<file path="config.mk">
export PLATFORM = sky130hd
export DESIGN_NAME = trigger_out_shaper
export DESIGN_NICKNAME = d
export VERILOG_FILES = /design/src/rtl/trigger_out_shaper.sv
export SDC_FILE = /design/constraint.sdc
export NUM_CORES = 1
export LEC_CHECK = 0
export ABC_CLOCK_PERIOD_IN_PS = 3100
export CAP_MARGIN = 0
export CORE_MARGIN = 5
export CORE_UTILIZATION = 35
export DETAILED_ROUTE_END_ITERATION = 8
export GPL_TIMING_DRIVEN = 0
export MAX_ROUTING_LAYER = met4
export SLEW_MARGIN = 0
export SYNTH_ARGS = -nofsm -noshare
export SYNTH_HDL_FRONTEND = slang
export SYNTH_SLANG_ARGS = --single-unit
</file>
<file path="constraint.sdc">
create_clock -name adc_clk -period 3.1 [get_ports adc_clk]
set_clock_uncertainty 0.05 [all_clocks]
set_input_delay 0.775 -clock adc_clk [delete_from_list [all_inputs] [get_ports adc_clk]]
set_output_delay 0.775 -clock adc_clk [all_outputs]
set_load 0.02 [all_outputs]
</file>
<file path="src/rtl/trigger_out_shaper.sv">
// rtl/trigger_out_shaper.sv - trigger pulse shaper: delay/width/holdoff with event and missed-event counters
// Optional TRIG_OUT_TIMESTAMP_EN adds a free-running timestamp captured on accepted edges.
module trigger_out_shaper #(
  parameter int CNT_WIDTH = 24,
  parameter int EVT_WIDTH = 16
) (
  input  logic                 adc_clk,
  input  logic                 trig_reset_n,
  input  logic                 trig_in,
  input  logic [1:0]           cfg_addr,
  input  logic                 cfg_wrt,
  input  logic [CNT_WIDTH-1:0] cfg_data,
  output logic                 trig_out,
  output logic                 busy,
  output logic [EVT_WIDTH-1:0] event_count,
  output logic [EVT_WIDTH-1:0] missed_count,
  output logic [31:0]          trig_timestamp
);

  typedef enum logic [1:0] {
    IDLE    = 2'd0,
    DELAY   = 2'd1,
    ACTIVE  = 2'd2,
    HOLDOFF = 2'd3
  } state_t;

  localparam logic [CNT_WIDTH-1:0] ONE     = CNT_WIDTH'(1);
  localparam logic [EVT_WIDTH-1:0] EVT_MAX = '1;

  state_t               state, state_n;
  logic                 trig_in_d, rise, accept, miss;
  logic                 trig_out_n;
  logic [CNT_WIDTH-1:0] delay_reg, width_reg, holdoff_reg;
  logic [CNT_WIDTH-1:0] sh_width, sh_holdoff;
  logic [CNT_WIDTH-1:0] cnt, cnt_n;

  assign rise   = trig_in & ~trig_in_d;
  assign accept = rise && (state == IDLE);
  assign miss   = rise && (state != IDLE);

  always_comb begin
    state_n    = state;
    cnt_n      = cnt;
    trig_out_n = trig_out;
    case (state)
      IDLE: begin
        // Zero delay fires on the capture edge itself; width_reg is what the shadow latches now.
        if (rise) begin
          if (delay_reg == '0) begin
            state_n    = ACTIVE;
            trig_out_n = 1'b1;
            cnt_n      = width_reg;
          end else begin
            state_n = DELAY;
            cnt_n   = delay_reg;
          end
        end
      end
      DELAY: begin
        cnt_n = cnt - ONE;
        if (cnt == ONE) begin
          state_n    = ACTIVE;
          trig_out_n = 1'b1;
          cnt_n      = sh_width;
        end
      end
      ACTIVE: begin
        cnt_n = cnt - ONE;
        if (cnt == ONE) begin
          trig_out_n = 1'b0;
          if (sh_holdoff == '0) begin
            state_n = IDLE;
          end else begin
            state_n = HOLDOFF;
            cnt_n   = sh_holdoff;
          end
        end
      end
      HOLDOFF: begin
        cnt_n = cnt - ONE;
        if (cnt == ONE) state_n = IDLE;
      end
      default: begin
        state_n    = IDLE;
        trig_out_n = 1'b0;
        cnt_n      = '0;
      end
    endcase
  end

  always_ff @(posedge adc_clk or negedge trig_reset_n) begin
    if (!trig_reset_n) begin
      state    <= IDLE;
      busy     <= 1'b0;
      trig_out <= 1'b0;
      cnt      <= '0;
    end else begin
      state    <= state_n;
      busy     <= (state_n != IDLE);
      trig_out <= trig_out_n;
      cnt      <= cnt_n;
    end
  end

  always_ff @(posedge adc_clk or negedge trig_reset_n) begin
    if (!trig_reset_n) begin
      trig_in_d    <= 1'b0;
      delay_reg    <= '0;
      width_reg    <= ONE;
      holdoff_reg  <= '0;
      sh_width     <= ONE;
      sh_holdoff   <= '0;
      event_count  <= '0;
      missed_count <= '0;
    end else begin
      trig_in_d <= trig_in;
      if (cfg_wrt) begin
        case (cfg_addr)
          2'd0:    delay_reg   <= cfg_data;
          2'd1:    width_reg   <= (cfg_data == '0) ? ONE : cfg_data;
          2'd2:    holdoff_reg <= cfg_data;
          default: ;
        endcase
      end
      // Shadows take the pre-write values, so a same-cycle write lands on the next event.
      if (accept) begin
        sh_width   <= width_reg;
        sh_holdoff <= holdoff_reg;
        if (event_count != EVT_MAX) event_count <= event_count + 1'b1;
      end
      if (miss && (missed_count != EVT_MAX)) missed_count <= missed_count + 1'b1;
    end
  end

`ifdef TRIG_OUT_TIMESTAMP_EN
  logic [31:0] ts_cnt;

  always_ff @(posedge adc_clk or negedge trig_reset_n) begin
    if (!trig_reset_n) begin
      ts_cnt         <= '0;
      trig_timestamp <= '0;
    end else begin
      ts_cnt <= ts_cnt + 32'd1;
      if (accept) trig_timestamp <= ts_cnt;
    end
  end
`else
  assign trig_timestamp = '0;
`endif

endmodule

</file>
==> results.md <==
- Outcome: finished clean
- Register bit total from synthesis: roughly 180
- # port buffers: 63
- Max VDD drop: ~0.00032 V
- Syn Area/Cell: between 10 and 15 µm²
- DP Wirelength: around 15000 µm
- Vias in the first global route: about 6000
- Mapped Area: 8450 µm²
- Endpoints failing setup: 0
- # diodes: 0
- Internal power: a little under 5000 µW
- Slew Limit Fails: 0
- WL/cell: around 18 µm
- Worst hold path class: input port to asynchronous set/reset pin
- Worst setup SP type: input port
- Fin crit share: a little under 100%
- DRT antenna net count: 0
- Mapped Cells: approximately 760
- Register area share after synthesis: 53.6%
- Clock Sinks: 181
- GRT overflow: 0
- Global-route wire length before repair: 34200 µm
- Slew @ Worst Pin: around 1.2 ns
- DP Worst Slack: -0.620 ns
- Yosys warns: 0
- Sw Share: roughly a third
- Drt total wl: 21600 µm
- Bufs on Longest Clock Path: 2
- Multi-input logic area: about 3600 µm²
- Pwr Total: 7160 µW
- Crit path max fanout: 10
- Share of cells above drive strength 1: between 10% and 20%
- Total CTS buffers: 17
- Via count: around 6000
- Largest net degree at the start of global routing: approximately 120
- M1 WL: 10300 µm
- Crit Path Category: input port to register
- Initial Util: between 30% and 40%
- Arrival @ worst endpoint: 3.31 ns
- CTS tree: built
- Reg clk slew, reported paths: about 0.070 ns
- GP Congestion: 0.892
- Clock share of power: about 29%
- Die area: roughly 27000 µm²
- Uppermost layer routed: met4
- Fillers: about 2300
- Ports: 96
- CORE AREA: 23600 µm²
- Fin worst setup slack: between 0.1 and 0.15 ns
- Comb power frac: between 20% and 30%
- Worst relative slew slack: a little under a fifth
- Worst path required time: roughly 3.4 ns
- Power Density: between 700 and 800 nW/µm²
- Antenna violations before repair: 0
- Switch Pwr: about 2300 µW
- DRT Pass-1 Iters: 5
- Drt first-iter violations: approximately 470
- GRT Total Usage: ~17%
- Register area: between 4000 and 5000 µm²
- DIE WIDTH: between 150 and 200 µm
- Tmin final: 3.00 ns
- Metal3 WL: 1170 µm
- RSZ-0062 raised after global routing: false
- Hold_buf cts: 0
- Max cap viols: 0
- Reg power frac: 49.2%
- Rows: 56
- Area Growth Syn to Fin: 20.9%
- Clk root buf: clkbuf_16
- Met2 WL post-DR: slightly below 10000 µm
- Via density: roughly 5.1
- Die Ht: around 170 µm
- Clk_lat worst skew: ~0.43 ns
- Max Fclk: 0.334 GHz
- Hold Vio Cnt, Final: 0
- Drt drc: 0
- H-tree levels: 4
- LEAKAGE: approximately 0.0046 µW
- Cell variety after synth: 46
- Crit path capture type: register
- Fin nets: between 900 and 1000
==> worst max-delay path, cell delays in order <==
cell             delay, ns
clkdlybuf4s50_1       0.52
or4b_4                0.47
buf_6                 0.15
nor3_1                0.54
clkbuf_1              0.50
a221o_1               0.25
a221o_1               0.10
==> layer usage <==
layer / GRT usage [%] / vias to the layer above
li1: - / 2922
met1: 23.3 / 3049
met2: 25.0 / 156
met3: 3.33 / 23
met4: 4.95 / 0
met5: - / -
==> cells by family (layout without fill, tap and decap cells) <==
family,Yosys count,in the layout,synth area share (%)
fa+ha+maj,4,4,0.592
compound gates,91,91,9.68
simple gates,291,291,16.3
other cells,1,32,0.0444
flops,181,181,53.6
mux,74,74,9.86
buf+inv,74,172,5.08
xor+xnor,46,46,4.77
==> layout make-up <==
cell class | instances | area share, %
Tap cell | 319 | 3.91
Clock inverter | 12 | 0.955
Multi-Input combinational cell | 538 | 35.5
Buffer | 66 | 3.91
Clock buffer | 20 | 4.47
Inverter | 8 | 0.294
Timing Repair Buffer | 66 | 6.64
Sequential cell | 181 | 44.4
==> path summary, 6_finish.rpt <==
kind                                start                to  slack, ns  cells past startpoint
min                          trig_reset_n  missed_count[13]       0.25                      1
max                               trig_in           cnt[20]       0.10                      7
max reg2reg                 delay_reg[16]           cnt[20]       0.18                      6
min in group adc_clk       holdoff_reg[8]     sh_holdoff[8]       0.40                      2
max in group asynchronous    trig_reset_n    holdoff_reg[9]       1.80                      2
min reg2reg                holdoff_reg[8]     sh_holdoff[8]       0.40                      2
==> synth_stat cells, drive strengths merged <==
master | count | area, µm²
a21o | 1 | 7.51
nand3 | 12 | 60.1
and2 | 1 | 6.26
or4 | 3 | 22.5
o41ai | 1 | 8.76
nor3b | 3 | 27.5
o22a | 1 | 8.76
clkbuf | 21 | 78.8
dfstp | 2 | 52.6
a221o | 46 | 460
o31ai | 4 | 30.0
nand2 | 169 | 634
a22o | 24 | 210
a221oi | 1 | 8.76
xor2 | 27 | 236
or4b | 1 | 13.8
conb | 1 | 3.75
a211o | 4 | 35.0
nor4 | 29 | 196
nand3b | 2 | 15.0
and3 | 2 | 12.5
dfrtp | 179 | 4480
or2 | 2 | 12.5
nor4b | 2 | 30.0
xnor2 | 19 | 166
or3 | 4 | 25.0
a21oi | 3 | 15.0
inv | 8 | 30.0
o21ai | 4 | 20.0
nand4 | 14 | 87.6
and4 | 1 | 8.76
nor2 | 20 | 75.1
nand2b | 3 | 18.8
ha | 4 | 50.1
mux2 | 74 | 833
o21a | 1 | 7.51
a31oi | 1 | 6.26
buf | 45 | 320
nor2b | 2 | 12.5
nor3 | 21 | 121
==> cells in the final DEF, fill, tap and decap left out, drive strengths merged, types with 6 or more instances in the layout <==
| master | n |
|---|---|
| clkbuf | 41 |
| xor2 | 27 |
| mux2 | 74 |
| a221o | 46 |
| nor4 | 29 |
| a22o | 24 |
| xnor2 | 19 |
| nand2 | 169 |
| dfrtp | 179 |
| clkdlybuf4s50 | 62 |
| nor2 | 20 |
| clkinv | 6 |
| nor3 | 21 |
| nand3 | 12 |
| nand4 | 14 |
| inv | 11 |
| buf | 49 |
| conb | 32 |
==> per-stage QoR <==
step                      utilization [%]  cell area (µm²)  setup TNS, ns  cells  hold WS (ns)
after detailed placement             40.8             9630         -36.90   1176         0.396
after floorplan                         -             8570              0    793         0.383
after global placement               40.6             9600       -1217.52   1175         0.392
final                                43.3            10200              0   1210         0.251
after global routing                 43.3            10200              0   1210         0.273
after CTS                            43.2            10200              0   1208         0.263
==> timing repair <==
item / in CTS / in global routing
gates resized for setup: 1 / 1
setup buffers: 0 / 2
setup endpoints to repair: 40 / 23
hold endpoints to repair: 0 / 0
==> power groups by stage <==
stage | logic, µW | registers [µW] | clock network [µW]
floorplan | 1060 | 3440 | 0
global placement | 1560 | 3540 | 0
detailed placement | 1600 | 3550 | 0
CTS | 1600 | 3510 | 2100
global route | 1760 | 3600 | 2200
finish | 1600 | 3520 | 2040
No activity file was read; power rests on OpenSTA's default activity.
